`src/rtl/ped_panel_pkg.sv`:
```
// Shared definitions for the pedestrian panel: crossing FSM encoding and
// countdown width.
package ped_panel_pkg;

    localparam int SECS_W = 4;

    typedef enum logic [2:0] {
        IDLE,
        WALK_NS,
        FLASH_NS,
        WALK_EW,
        FLASH_EW
    } state_t;

endpackage

```
`src/rtl/ped_debounce.sv`:
```
// Two-flop synchroniser followed by a stable-sample debouncer for one
// pedestrian button.
module ped_debounce
    import ped_panel_pkg::*;
#(
    parameter int DEBOUNCE_CYCLES = 3
) (
    input  logic clk,
    input  logic rst,
    input  logic btn_raw,
    output logic btn_db
);

    localparam int CW = (DEBOUNCE_CYCLES > 1) ? $clog2(DEBOUNCE_CYCLES) : 1;
    localparam logic [CW-1:0] LAST = CW'(DEBOUNCE_CYCLES - 1);

    logic          sync1_q, sync1_d;
    logic          sync2_q, sync2_d;
    logic [CW-1:0] cnt_q, cnt_d;
    logic          db_q, db_d;

    // cnt_q counts consecutive samples that disagree with the accepted level.
    always_comb begin
        sync1_d = btn_raw;
        sync2_d = sync1_q;
        cnt_d   = '0;
        db_d    = db_q;
        if (sync2_q != db_q) begin
            if (cnt_q == LAST) begin
                db_d = sync2_q;
            end else begin
                cnt_d = cnt_q + CW'(1);
            end
        end
    end

    always_ff @(posedge clk or posedge rst) begin
        if (rst) begin
            sync1_q <= 1'b0;
            sync2_q <= 1'b0;
            cnt_q   <= '0;
            db_q    <= 1'b0;
        end else begin
            sync1_q <= sync1_d;
            sync2_q <= sync2_d;
            cnt_q   <= cnt_d;
            db_q    <= db_d;
        end
    end

    assign btn_db = db_q;

endmodule

```
`src/rtl/ped_panel.sv`:
```
// Pedestrian panel: latches debounced button requests, runs timed WALK /
// flashing DON'T-WALK crossings when the controller gives the matching green.
module ped_panel
    import ped_panel_pkg::*;
#(
    parameter int CLK_FREQ        = 5,
    parameter int DEBOUNCE_CYCLES = 3,
    parameter int WALK_SECS       = 4,
    parameter int FLASH_SECS      = 2
) (
    input  logic              clk,
    input  logic              rst,
    input  logic              btn_NS,
    input  logic              btn_EW,
    input  logic              NS_red,
    input  logic              NS_yellow,
    input  logic              NS_green,
    input  logic              EW_red,
    input  logic              EW_yellow,
    input  logic              EW_green,
    input  logic              ped_wait_NS,
    input  logic              ped_wait_EW,
    output logic              ped_NS,
    output logic              ped_EW,
    output logic              walk_NS,
    output logic              dont_walk_NS,
    output logic              walk_EW,
    output logic              dont_walk_EW,
    output logic              wait_lamp_NS,
    output logic              wait_lamp_EW,
    output logic [SECS_W-1:0] secs_left
);

    if (WALK_SECS + FLASH_SECS > (1 << SECS_W) - 1) begin : g_cfg_check
        $error("ped_panel: WALK_SECS + FLASH_SECS exceeds secs_left range");
    end

    localparam int PW   = (CLK_FREQ > 1) ? $clog2(CLK_FREQ) : 1;
    localparam int HALF = (CLK_FREQ / 2 > 1) ? CLK_FREQ / 2 : 1;
    localparam int FW   = (HALF > 1) ? $clog2(HALF) : 1;

    localparam logic [PW-1:0]     PLAST   = PW'(CLK_FREQ - 1);
    localparam logic [FW-1:0]     FLAST   = FW'(HALF - 1);
    localparam logic [SECS_W-1:0] TOTAL   = SECS_W'(WALK_SECS + FLASH_SECS);
    localparam logic [SECS_W-1:0] FLASH_L = SECS_W'(FLASH_SECS);

    logic db_ns, db_ew;
    logic rise_ns, rise_ew;
    logic green_ok;
    logic unused_yellow;

    state_t            state_q, state_d;
    logic              req_ns_q, req_ns_d, req_ew_q, req_ew_d;
    logic              prev_ns_q, prev_ns_d, prev_ew_q, prev_ew_d;
    logic [SECS_W-1:0] secs_q, secs_d;
    logic [PW-1:0]     presc_q, presc_d;
    logic [FW-1:0]     fcnt_q, fcnt_d;
    logic              fphase_q, fphase_d;
    logic              walk_ns_q, walk_ns_d, dw_ns_q, dw_ns_d;
    logic              walk_ew_q, walk_ew_d, dw_ew_q, dw_ew_d;

    ped_debounce #(.DEBOUNCE_CYCLES(DEBOUNCE_CYCLES)) u_db_ns (
        .clk    (clk),
        .rst    (rst),
        .btn_raw(btn_NS),
        .btn_db (db_ns)
    );

    ped_debounce #(.DEBOUNCE_CYCLES(DEBOUNCE_CYCLES)) u_db_ew (
        .clk    (clk),
        .rst    (rst),
        .btn_raw(btn_EW),
        .btn_db (db_ew)
    );

    assign unused_yellow = NS_yellow ^ EW_yellow;
    assign rise_ns  = db_ns & ~prev_ns_q;
    assign rise_ew  = db_ew & ~prev_ew_q;
    assign green_ok = (state_q == WALK_NS || state_q == FLASH_NS) ? NS_green : EW_green;

    always_comb begin
        state_d   = state_q;
        req_ns_d  = req_ns_q | rise_ns;
        req_ew_d  = req_ew_q | rise_ew;
        prev_ns_d = db_ns;
        prev_ew_d = db_ew;
        secs_d    = secs_q;
        presc_d   = presc_q;
        fcnt_d    = fcnt_q;
        fphase_d  = fphase_q;

        if (state_q == IDLE) begin
            if (req_ns_q && NS_green && EW_red) begin
                state_d = WALK_NS;
                secs_d  = TOTAL;
                presc_d = '0;
            end else if (req_ew_q && EW_green && NS_red) begin
                state_d = WALK_EW;
                secs_d  = TOTAL;
                presc_d = '0;
            end
        end else if (!green_ok) begin
            state_d = IDLE;
            secs_d  = '0;
            presc_d = '0;
        end else begin
            if (presc_q == PLAST) begin
                presc_d = '0;
                if (secs_q != '0) begin
                    secs_d = secs_q - SECS_W'(1);
                end
            end else begin
                presc_d = presc_q + PW'(1);
            end

            // secs_d is checked so the phase change lands on the same edge as the decrement.
            if (state_q == WALK_NS || state_q == WALK_EW) begin
                if (secs_d == FLASH_L) begin
                    state_d  = (state_q == WALK_NS) ? FLASH_NS : FLASH_EW;
                    fcnt_d   = '0;
                    fphase_d = 1'b1;
                end
            end else if (secs_d == '0) begin
                state_d = IDLE;
            end else if (fcnt_q == FLAST) begin
                fcnt_d   = '0;
                fphase_d = ~fphase_q;
            end else begin
                fcnt_d = fcnt_q + FW'(1);
            end
        end

        // A crossing consumes its request; presses during it are dropped.
        if (state_d == WALK_NS || state_d == FLASH_NS) begin
            req_ns_d = 1'b0;
        end
        if (state_d == WALK_EW || state_d == FLASH_EW) begin
            req_ew_d = 1'b0;
        end

        walk_ns_d = (state_d == WALK_NS);
        walk_ew_d = (state_d == WALK_EW);
        dw_ns_d   = (state_d == FLASH_NS) ? fphase_d : (state_d != WALK_NS);
        dw_ew_d   = (state_d == FLASH_EW) ? fphase_d : (state_d != WALK_EW);
    end

    always_ff @(posedge clk or posedge rst) begin
        if (rst) begin
            state_q   <= IDLE;
            req_ns_q  <= 1'b0;
            req_ew_q  <= 1'b0;
            prev_ns_q <= 1'b0;
            prev_ew_q <= 1'b0;
            secs_q    <= '0;
            presc_q   <= '0;
            fcnt_q    <= '0;
            fphase_q  <= 1'b1;
            walk_ns_q <= 1'b0;
            dw_ns_q   <= 1'b1;
            walk_ew_q <= 1'b0;
            dw_ew_q   <= 1'b1;
        end else begin
            state_q   <= state_d;
            req_ns_q  <= req_ns_d;
            req_ew_q  <= req_ew_d;
            prev_ns_q <= prev_ns_d;
            prev_ew_q <= prev_ew_d;
            secs_q    <= secs_d;
            presc_q   <= presc_d;
            fcnt_q    <= fcnt_d;
            fphase_q  <= fphase_d;
            walk_ns_q <= walk_ns_d;
            dw_ns_q   <= dw_ns_d;
            walk_ew_q <= walk_ew_d;
            dw_ew_q   <= dw_ew_d;
        end
    end

    assign ped_NS       = req_ns_q;
    assign ped_EW       = req_ew_q;
    assign walk_NS      = walk_ns_q;
    assign dont_walk_NS = dw_ns_q;
    assign walk_EW      = walk_ew_q;
    assign dont_walk_EW = dw_ew_q;
    assign wait_lamp_NS = req_ns_q | ped_wait_NS;
    assign wait_lamp_EW = req_ew_q | ped_wait_EW;
    assign secs_left    = secs_q;

endmodule
```
`config.mk`:
```
export PLATFORM = sky130hd
export DESIGN_NAME = ped_panel
export DESIGN_NICKNAME = d
export VERILOG_FILES = /design/src/rtl/ped_panel_pkg.sv /design/src/rtl/ped_debounce.sv /design/src/rtl/ped_panel.sv
export SDC_FILE = /design/constraint.sdc
export NUM_CORES = 1
export LEC_CHECK = 0
export BUFFER_PORTS_ARGS = -buffer_cell sky130_fd_sc_hd__buf_2
export CORE_MARGIN = 2
export CORE_UTILIZATION = 59
export CTS_CLUSTER_SIZE = 25
export DETAILED_ROUTE_END_ITERATION = 10
export GPL_ROUTABILITY_DRIVEN = 0
export PLACE_DENSITY = 0.93
export SYNTH_ARGS = -nofsm -noshare
export SYNTH_HDL_FRONTEND = slang
export SYNTH_SLANG_ARGS = --single-unit
export TNS_END_PERCENT = 20
```
`constraint.sdc`:
```
create_clock -name clk -period 4.2 [get_ports clk]
set_input_delay 0 -clock clk [delete_from_list [all_inputs] [get_ports clk]]
set_output_delay 0 -clock clk [all_outputs]
set_load 0.01 [all_outputs]
```
# Word-level counts from Yosys, hierarchy flattened
# Cells that the tools add are included.
# word_totals
reg_bits	30
word_cells	108
in_bits	12
out_inout_bits	12
# op_classes
mux	40
reduce_logical	14
n_bitwise	10
addsub	5
n_eq_ne	18
# ops
cell	n
$mux W3	13
$mux W4	8
$mux W1	15
$eq A3 B2 Y1 const B	4
$mux W2	4
$eq A3 B1 Y1 const B	2
$eq A3 B3 Y1 const B	2
$ne A3 B1 Y1 const B	2
$add A2 B1 Y2 const B	2
$eq A2 B2 Y1 const B	2
$eq A4 B2 Y1 const B	1
$logic_and A1 B1 Y1	4
$logic_not A4 Y1	1
$logic_or A1 B1 Y1	4
$not A1 Y1	4
$or A1 B1 Y1	4
$reduce_and A2 Y1	2
$reduce_and A4 Y1	1
$reduce_bool A4 Y1	1
$sub A4 B1 Y4 const B	1
$add A3 B1 Y3 const B	1
$logic_not A3 Y1	1
$ne A3 B2 Y1 const B	1
$and A1 B1 Y1	2
4 further kinds	5

# Depth between registers and ports, before layout
# Gate-level depths: netlist of the first run.
# logic_depth
ltp_word	13
depth_mapped	10
ltp_nobuf	10

# Hierarchy
# Synthesis of the first run repeated with hierarchy kept, for this count alone.
# hier_totals
hier_cells	148
hier_area_um2	1564.0
# by_module_without_submodules
mod	seq_area_each_um2	n_inst	area_per_inst_um2	cells_per_inst
ped_panel	504.2	1	1206.2	126
ped_debounce	125.1	2	178.9	11

# Worst setup path before layout of the first run
# Ideal clock, no wire load.
# synth_path
path_type	register to register
start	register secs_q[0] (netlist: secs_left[0])
end	register req_ew_q (netlist: ped_EW)
path_stages_with_launch	11
path_buffers	0
required_ps	4072
period_less_slack_ps	2237
setup_ps	128
arrival_ps	2109
setup_slack_ps	1963
path_cell_list	dfrtp_1 inv_1 ha_1 nor3b_2 or3_1 and2_4 nand2b_1 o221a_4 inv_2 and3_4 nor3_2
# synth_via
elab_chain_len	13
word_cells_on_any_way	17
classes_between	1 x add/sub; 3 x eq/ne; 10 x mux; 3 x reduce/logical
# synth_rtl
item	line_no	source
from (decl)	ped_panel.sv:55	logic [SECS_W-1:0] secs_q, secs_d;
from (signal assigned)	ped_panel.sv:168	secs_q <= secs_d;
$sub A4 B1 Y4 / $reduce_bool A4 Y1 (equally long branches)	ped_panel.sv:110, ped_panel.sv:109	
$mux W4	ped_panel.sv:109	if (secs_q != '0) begin
$mux W4 *	ped_panel.sv:107	if (presc_q == PLAST) begin
$mux W4 *	ped_panel.sv:102	end else if (!green_ok) begin
$mux W4 *	ped_panel.sv:92	if (state_q == IDLE) begin
$eq A4 B2 Y1 / $logic_not A4 Y1 (equally long branches)	ped_panel.sv:118, ped_panel.sv:123	
$mux W3, on equally long branches	ped_panel.sv:118, ped_panel.sv:123	
$mux W3 *	ped_panel.sv:117	if (state_q == WALK_NS || state_q == WALK_EW) begin
$mux W3 *	ped_panel.sv:102	
$mux W3 *	ped_panel.sv:92	
via state_d[1]	ped_panel.sv:52	state_t state_q, state_d;
$eq A3 B2 Y1 *	-	
via walk_ew_d	ped_panel.sv:60	logic walk_ew_q, walk_ew_d, dw_ew_q, dw_ew_d;
$logic_or A1 B1 Y1 *	ped_panel.sv:137	if (state_d == WALK_EW || state_d == FLASH_EW) begin
$mux W1 *	ped_panel.sv:137	
via req_ew_d	ped_panel.sv:53	logic req_ns_q, req_ns_d, req_ew_q, req_ew_d;
to (signal assigned)	ped_panel.sv:165	req_ew_q <= req_ew_d;
to (decl)	ped_panel.sv:53	
# The timed path passes the listed nets; every way through them passes the cells marked *. The select of a mux whose other input is x is not followed.
# A chain may end at the register's enable or synchronous reset.

# Final worst setup path of the first run
# Ends and elaborated chain as after synthesis.

==> flow_summary.ini, run 1 <==
[outcome]
status = complete, no violations

[placement]
postPlaceCellArea_mm2 = 0.00164
port_buffers = 21
dp_cells = 193
hpwl_um = 2280

[timing]
setup_viol = 0
relSlewSlack_pct = 27.2
rsz0062_at_grt = no
finalMaxSlewViolations = 0
tns_ns = 0
timing.final.crit_period_ns = 2.48
fmax_mhz = 403
hold_violations = 0
worst_pin_slew_ns = 1.09
skew_ns = 0.0107
fin_crit_sh_pct = 59.0

[synthesis]
ys_types = 48
ys_ff_latch = 30
synth_nets = 160
synth_cells = 145
ys_seq_area_share_pct = 49.7
yosys.area.top_type_share_pct = 44.5
synth_flop_cell = dfrtp_1
yosysWarnings = 0
yosys-top-cells-area = dfrtp_1 (44%), dfstp_2 (5.2%), o21ai_0 (3.6%), xnor2_1 (2.9%), inv_1 (2.7%)
synth_edf_count = 0
syn_area_mm2 = 0.00152
async_flop_share_pct = 100
synth_top_area_cell = dfrtp_1
post_synth.cell_area_avg_um2 = 10.5

[grt]
antenna_found_initial = 0
gr-total-overflow = 0
grt_max_degree = 31
grt_pass1_wl_um = 5150
grt_pass1_vias = 1203
grt.total_usage_pct = 25.4

[clock_network]
clk_pin_slew_ns = 0.10
clk_path_buf_depth = 2
cts_buffers = 5
clock-sinks = 30
cts_tree = built
ctsResizeCount = 0
clockRootBuffer = clkbuf_4
insertion_delay_ns = 0.33
h-tree-depth = 2

[routing]
drt_iter0_drc = 52
num_vias = 1239
wire_per_inst_um = 15.8
wl_um = 3220
drt-vias-per-instance = 6.07
drcViolationCount = 0
firstDrtPassIters = 4
postRouteAntennaNets = 0

[finish]
final_cell_mix = dfrtp_1 (27), buf_2 (21), inv_1 (11), o21ai_0 (11), nand2_1 (8)
final_common_cell = dfrtp_1
regArea_um2 = 754
fin_util_pct = 70.7
multi_input_area_um2 = 699
num-nets-final = 188
design_area_mm2 = 0.00174
syn2layout_area_growth_pct = 14.3
drive_above_1_share_pct = 29.3
stdcell_count = 204
diodes = 0
nFillCells = 180

[critical_path]
r2r_cells = 9
critical_path.max_fanout = 7
r2r_slack_ns = 1.72
worstPathRequired_ns = 4.42
startpoint_type = flip-flop
rr_endpoint = ped_EW
crit_type = reg -> reg
cp-end-kind = flip-flop
endpoint = ped_EW
critPathLaunch = secs_left[0]
reg2reg_from = secs_left[0]
crit_arrival_ns = 2.70

[power_and_ir_drop]
leakage_nw = 0.767
peakVddDrop_uv = 464
power.density_mw_per_mm2 = 723

[job]
cap_viol_max_count = 0

[min_path]
hold_class = in -> reg

[floorplan]
rows = 18
chipHeight_um = 54.7
die_x_um = 54.7
pin_count = 24
start_util_pct = 61.9
core-area_mm2 = 0.00245
dieArea_mm2 = 0.00300
cell usage after synthesis, types with 2 or more instances:
master / number
dfrtp_1: 27
inv_1: 11
o21ai_0: 11
nand2_1: 8
a21oi_1: 7
nor3_1: 6
nand2b_1: 5
nor2_1: 5
xnor2_1: 5
o21ai_1: 4
or2_2: 4
dfstp_2: 3
ha_1: 3
nor3b_1: 3
a31oi_1: 2
a31oi_2: 2
and3_1: 2
buf_4: 2
mux2_2: 2
nand3_1: 2
nor4_1: 2
o31ai_1: 2
or3_1: 2
critical path, cell delays in order, from the launching register on:
cell,delay (ns)
dfrtp_1,0.45
inv_1,0.09
ha_1,0.29
nor3b_2,0.20
or3_1,0.33
and2_4,0.17
xnor2_1,0.13
a31oi_2,0.37
and3_4,0.28
nor3_2,0.05
report_power, final:
part / internal [mW] / switching, mW / total, mW
registers: 0.397 / 0.0925 / 0.489
logic: 0.259 / 0.323 / 0.583
clock network: 0.0804 / 0.102 / 0.182
worst min-delay path by stage:
stage / startpoint / end / depth (start not counted)
after floorplan: btn_EW / u_db_ew.sync1_q / 0
after global placement: btn_EW / u_db_ew.sync1_q / 1
after detailed placement: btn_EW / u_db_ew.sync1_q / 1
after CTS: NS_green / secs_left[1] / 4
after global routing: NS_green / secs_left[1] / 4
final: NS_green / secs_left[2] / 5
state kept, by name, indices dropped and copies added (netlist names), 2 cells and up:
register and count:
presc_q 3, u_db_ns.cnt_q 2, secs_left 4, state_q 3
u_db_ew.cnt_q 2
cells by family (layout without fill, tap and decap cells):
logic type / after synthesis / count (layout) / synth area share (%)
simple gates: 50 / 50 / 19.8
compound gates: 39 / 39 / 18.9
flops: 30 / 30 / 49.7
buf+inv: 15 / 44 / 4.28
xor+xnor: 6 / 6 / 3.46
fa+ha+maj: 3 / 3 / 2.47
mux: 2 / 2 / 1.48
routing by layer:
layer,up-vias,share of wire [%],routed length [µm],GRT usage [%]
met2,53,55,1760,43.1
met1,609,37,1180,26.6
li1,565,-,-,-
met5,-,0,0,0
met4,0,3.1,99,16.7
met3,12,5.4,174,8.20
what timing repair did:
| action | in CTS | in global routing |
|---|---|---|
| setup buffers | 0 | 0 |
| endpoints found under the hold margin | 29 | 0 |
| hold buffers | 3 | 0 |
cell type report:
cell class	instances	area share (%)
clock inverter	2	0.721
multi-input combinational	100	40.3
clock buffer	6	2.96
sequential	30	43.5
inverter	12	2.60
timing repair buffer	24	7.79
tap	30	2.16
per-stage QoR:
step                      hold WS (ns)  power (mW)  setup slack (ns)
after floorplan                 0.0314       0.918              1.96
after CTS                        0.190        1.25              1.75
final                            0.212        1.25              1.72
after global routing             0.204        1.34              1.57
after detailed placement         0.109        1.06              1.76
after global placement           0.109        1.01              1.86
No activity file was read; power rests on OpenSTA's default activity.
==> inputs of run 2 (changes only) <==
CORE_UTILIZATION = 55   (was 59)
PLACE_DENSITY = 0.88   (was 0.93)
clock period = 2.46 ns   (was 4.2 ns; I/O delays follow)
==> run 2 against run 1 <==
Compared with the run above:
- sequential cell count did not move
- setup slack worse by 1.6 ns
- register-to-register slack lost 1.6 ns
==> flow_summary.ini, run 2 (synthesis results as in run 1) <==
[outcome]
status = complete, no violations

[clock_network]
clk_pin_slew_ns = 0.10
cts_tree = built
clk_path_buf_depth = 2
insertion_delay_ns = 0.34
h-tree-depth = 2
clock-sinks = 30
cts_buffers = 5
clockRootBuffer = clkbuf_4
cts_setup_buffers = 0

[floorplan]
pin_count = 24
die_x_um = 56.6
dieArea_mm2 = 0.00320
core-area_mm2 = 0.00269
rows = 19
chipHeight_um = 56.6
start_util_pct = 56.5

[finish]
final_cell_mix = dfrtp_1 (27), buf_2 (21), inv_1 (11), o21ai_0 (11), nand2_1 (8)
syn2layout_area_growth_pct = 17.9
multi_input_area_um2 = 716
fin_util_pct = 66.7
regArea_um2 = 754
final_common_cell = dfrtp_1
design_area_mm2 = 0.00179
stdcell_count = 208
diodes = 0
drive_above_1_share_pct = 31.6
nFillCells = 211
num-nets-final = 191
largest_reg_flops = 4

[routing]
drt-vias-per-instance = 5.84
firstDrtPassIters = 4
wire_per_inst_um = 14.5
drcViolationCount = 0
wl_um = 3020
postRouteAntennaNets = 0
num_vias = 1215
drt_iter0_drc = 59

[timing]
finalWorstSetupSlack_ns = 0.157
skew_ns = 0.0134
rsz0062_at_grt = no
timing.final.crit_period_ns = 2.30
relSlewSlack_pct = 30.4
setup_viol = 0
fin_crit_sh_pct = 93.6
tns_ns = 0
finalMaxSlewViolations = 0
fmax_mhz = 434
hold_violations = 0
worst_pin_slew_ns = 1.04

[grt]
grt_pass1_vias = 1186
grt_max_degree = 30
grt_pass1_wl_um = 5000
gr-total-overflow = 0
grt.total_usage_pct = 20.8
antenna_found_initial = 0

[critical_path]
startpoint_type = flip-flop
rr_endpoint = ped_EW
crit_type = reg -> reg
path_cells = inv_1 -> ha_2 -> nand2_2 -> or3_1 -> and2_4 -> nand2b_1 -> o221a_4 -> inv_2 -> and3_4 -> nor3_2
crit_arrival_ns = 2.53
worstPathRequired_ns = 2.68
r2r_cells = 10
cp-end-kind = flip-flop
r2r_slack_ns = 0.16
reg2reg_from = presc_q[0]
slowest_stage = dfrtp_1
slowest_delay_ns = 0.41
critical_path.max_fanout = 8

[placement]
place_ws_ns = 0.0793
postPlaceCellArea_mm2 = 0.00167
dp_cells = 197
hpwl_um = 2100
port_buffers = 21

[min_path]
hp-start = EW_green
hold_depth = 4
hold_class = in -> reg
hold_end = secs_left[0]

[power_and_ir_drop]
peakVddDrop_uv = 866
leakage_nw = 0.793
power.density_mw_per_mm2 = 1240

[job]
cap_viol_max_count = 0
-- run 2: cell count changes in the layout (fill, tap and decap cells not counted) --
| cell | delta |
|---|---|
| a31oi_2 | -1 |
| a31oi_4 | +1 |
| buf_4 | +3 |
| clkbuf_8 | +2 |
| clkinv_2 | -1 |
| clkinvlp_4 | -1 |
| ha_1 | -1 |
| ha_2 | +1 |
| nor3_1 | -1 |
| nor3_2 | +1 |
-- run 2: layer usage --
layer	track usage [%]	up-vias	share of wire (%)
met3	7.14	8	4.9
met2	32.4	38	51
li1	-	574	-
met1	24.9	595	41
met5	0	-	0
met4	11.9	0	2.2
-- run 2: worst max-delay path, delay by kind of cell (launching register included) --
kind            cells  cell delay (ns)
simple gates        6             1.08
flops               1             0.41
buf+inv             2             0.18
fa+ha+maj           1             0.23
compound gates      1             0.28
-- run 2: metrics by stage --
step,hold WS [ns],total power [mW]
floorplan,0.0314,1.57
global placement,0.110,1.75
detailed placement,0.113,1.81
CTS,0.164,2.18
global route,0.203,2.38
finish,0.210,2.22
-- run 2: worst max-delay path by stage --
stage                 startpoint     end  slack [ns]  cells past startpoint
floorplan           secs_left[0]  ped_EW        0.22                     10
global placement    secs_left[1]  ped_EW        0.18                      9
detailed placement    presc_q[0]  ped_EW        0.08                      9
CTS                   presc_q[0]  ped_EW        0.06                      9
global route          presc_q[0]  ped_EW        0.02                      8
finish                presc_q[0]  ped_EW        0.16                     10
-- run 2: repair_timing --
action,CTS,global route
endpoints found under the hold margin,29,0
hold buffers,3,0
setup endpoints to repair,0,3
gates resized for setup,0,3
-- run 2: area by class of cell --
| cell class | instances | area share (%) |
|---|---|---|
| Tap cell | 31 | 2.17 |
| Sequential cell | 30 | 42.1 |
| Inverter | 12 | 2.52 |
| Timing Repair Buffer | 27 | 8.81 |
| Multi-Input combinational cell | 100 | 40.0 |
| Clock buffer | 8 | 4.40 |
-- run 2: report_power, final --
group	leakage (nW)	switching, mW	internal (mW)
registers	0.370	0.154	0.677
logic	0.378	0.552	0.467
clock network	0.0446	0.171	0.195
total	0.793	0.876	1.34
==> inputs of run 3 (changes only) <==
SETUP_SLACK_MARGIN = 0.5   (was default)
==> run 3 against run 2 <==
Compared with the run above:
- worst hold slack worse by 0.048 ns
- clock skew down 0.0025 ns
- global-route usage rose by 4.4 points
- count of clock-buffer cells in the layout is 2 lower
- total power grew 17%
- routed wire length is 15% higher
- highest routed layer unchanged
==> flow_summary.ini, run 3 (synthesis results as in run 1) <==
[routing]
postRouteAntennaNets = 0
wl_um = 3470
drt_iter0_drc = 47
wire_per_inst_um = 16.4
drt-vias-per-instance = 5.96
firstDrtPassIters = 6
num_vias = 1264
drcViolationCount = 0

[critical_path]
crit_arrival_ns = 2.41
reg2reg_from = secs_left[0]
startpoint_type = flip-flop
r2r_cells = 10
slowest_delay_ns = 0.37
path_cells = inv_1 -> ha_4 -> nor3b_2 -> or3_1 -> and2_4 -> nand2b_1 -> o221a_4 -> inv_4 -> and3_4 -> nor3_2
crit_type = reg -> reg
cp-end-kind = flip-flop
critical_path.max_fanout = 6
worstPathRequired_ns = 2.69
slowest_stage = dfrtp_2
r2r_slack_ns = 0.29
rr_endpoint = ped_EW

[finish]
num-nets-final = 195
drive_above_1_share_pct = 39.2
diodes = 0
final_cell_mix = dfrtp_1 (24), buf_2 (21), o21ai_0 (11)
final_common_cell = dfrtp_1
syn2layout_area_growth_pct = 27.0
largest_reg_flops = 4

[floorplan]
dieArea_mm2 = 0.00320
die_x_um = 56.6
core-area_mm2 = 0.00269
chipHeight_um = 56.6
rows = 19
start_util_pct = 56.5
pin_count = 24

[clock_network]
insertion_delay_ns = 0.33
clk_pin_slew_ns = 0.10
cts_tree = built
h-tree-depth = 2
clk_path_buf_depth = 2
clockRootBuffer = clkbuf_4
cts_buffers = 5
clock-sinks = 30

[timing]
rsz0062_at_grt = yes
finalMaxSlewViolations = 0
skew_ns = 0.0109
relSlewSlack_pct = 49.2
tns_ns = 0
worst_pin_slew_ns = 0.762
timing.final.crit_period_ns = 2.17
setup_viol = 0
fmax_mhz = 460
fin_crit_sh_pct = 88.3
hold_violations = 0

[job]
cap_viol_max_count = 0

[grt]
gr-total-overflow = 0
grt_max_degree = 21
grt_pass1_wl_um = 6090
grt.total_usage_pct = 25.2
grt_pass1_vias = 1333
antenna_found_initial = 0

[outcome]
status = complete, no violations

[min_path]
hold_depth = 4
hold_class = in -> reg
hold_end = presc_q[1]
hp-start = EW_red

[power_and_ir_drop]
power.density_mw_per_mm2 = 1340
leakage_nw = 0.846
peakVddDrop_uv = 1010
p_total_mw = 2.59

[placement]
port_buffers = 21
hpwl_um = 2320
## run 3: changes by cell type in the layout (fill, tap and decap cells not counted), moves of 2 or more
| cell | previous run | this run |
|---|---|---|
| dfrtp_1 | 27 | 24 |
| clkbuf_8 | 3 | 1 |
| inv_1 | 11 | 9 |
| dfrtp_2 | 0 | 3 |
| buf_4 | 3 | 7 |
| bufinv_16 | 0 | 2 |
| ha_4 | 0 | 2 |
## run 3: layout make-up
type	count	area, µm²
timing repair buffer	31	188
sequential	30	758
fill	193	757
multi-input combinational	100	786
clock inverter	2	60.1
tap	31	38.8
inverter	12	47.5
clock buffer	6	51.3
## run 3: layer usage
| metal | vias to the layer above | global-route usage [%] | wire length [µm] |
|---|---|---|---|
| met5 | - | 0 | 0 |
| li1 | 581 | - | - |
| met2 | 55 | 40.7 | 1720 |
| met3 | 15 | 7.83 | 235 |
| met1 | 613 | 30.7 | 1390 |
| met4 | 0 | 11.9 | 119 |
## run 3: worst max path at each step
stage            startpoint           end  slack [ns]  depth (start not counted)
6_report       secs_left[0]        ped_EW        0.29                         10
2_1_floorplan  secs_left[0]        ped_EW        0.35                         10
3_3_place_gp     presc_q[0]        ped_EW        0.24                          9
5_1_grt        secs_left[0]        ped_EW        0.22                         10
4_1_cts        secs_left[0]        ped_EW        0.30                          9
3_5_place_dp     presc_q[0]  dont_walk_EW        0.13                          9
## run 3: where the power goes
part           internal, mW  switching, mW  leakage (nW)  total, mW
clock                 0.344          0.178        0.0585      0.522
sequential            0.679          0.159         0.366      0.838
combinational         0.571          0.656         0.422       1.23
## run 3: worst max-delay path, delay by kind of cell, from the launching register on
family	cells	cell delay (ns)
AOI/OAI and AO/OA	1	0.27
DFF	1	0.37
and+or+nand+nor	6	1.08
adders and majority gates	1	0.19
buffers and inverters	2	0.16
## run 3: what timing repair did
item,CTS,global route
endpoints found under the hold margin,20,0
hold buffers,3,0
setup endpoints to repair,8,7
gates resized for setup,14,4
buffers inserted,4,1
pin swaps,5,2
## run 3: metrics by stage
| step | cell area [µm²] | setup WS (ns) | hold WS, ns | instances | utilization, % |
|---|---|---|---|---|---|
| 4_1_cts | 1910 | 0.299 | 0.196 | 211 | 71.3 |
| 3_3_place_gp | 1660 | 0.237 | 0.110 | 196 | 61.9 |
| 5_1_grt | 1930 | 0.222 | 0.194 | 212 | 71.8 |
| 2_1_floorplan | 1520 | 0.346 | 0.0314 | 145 | - |
| 6_report | 1930 | 0.287 | 0.162 | 212 | 71.8 |
| 3_5_place_dp | 1660 | 0.130 | 0.112 | 196 | 61.9 |
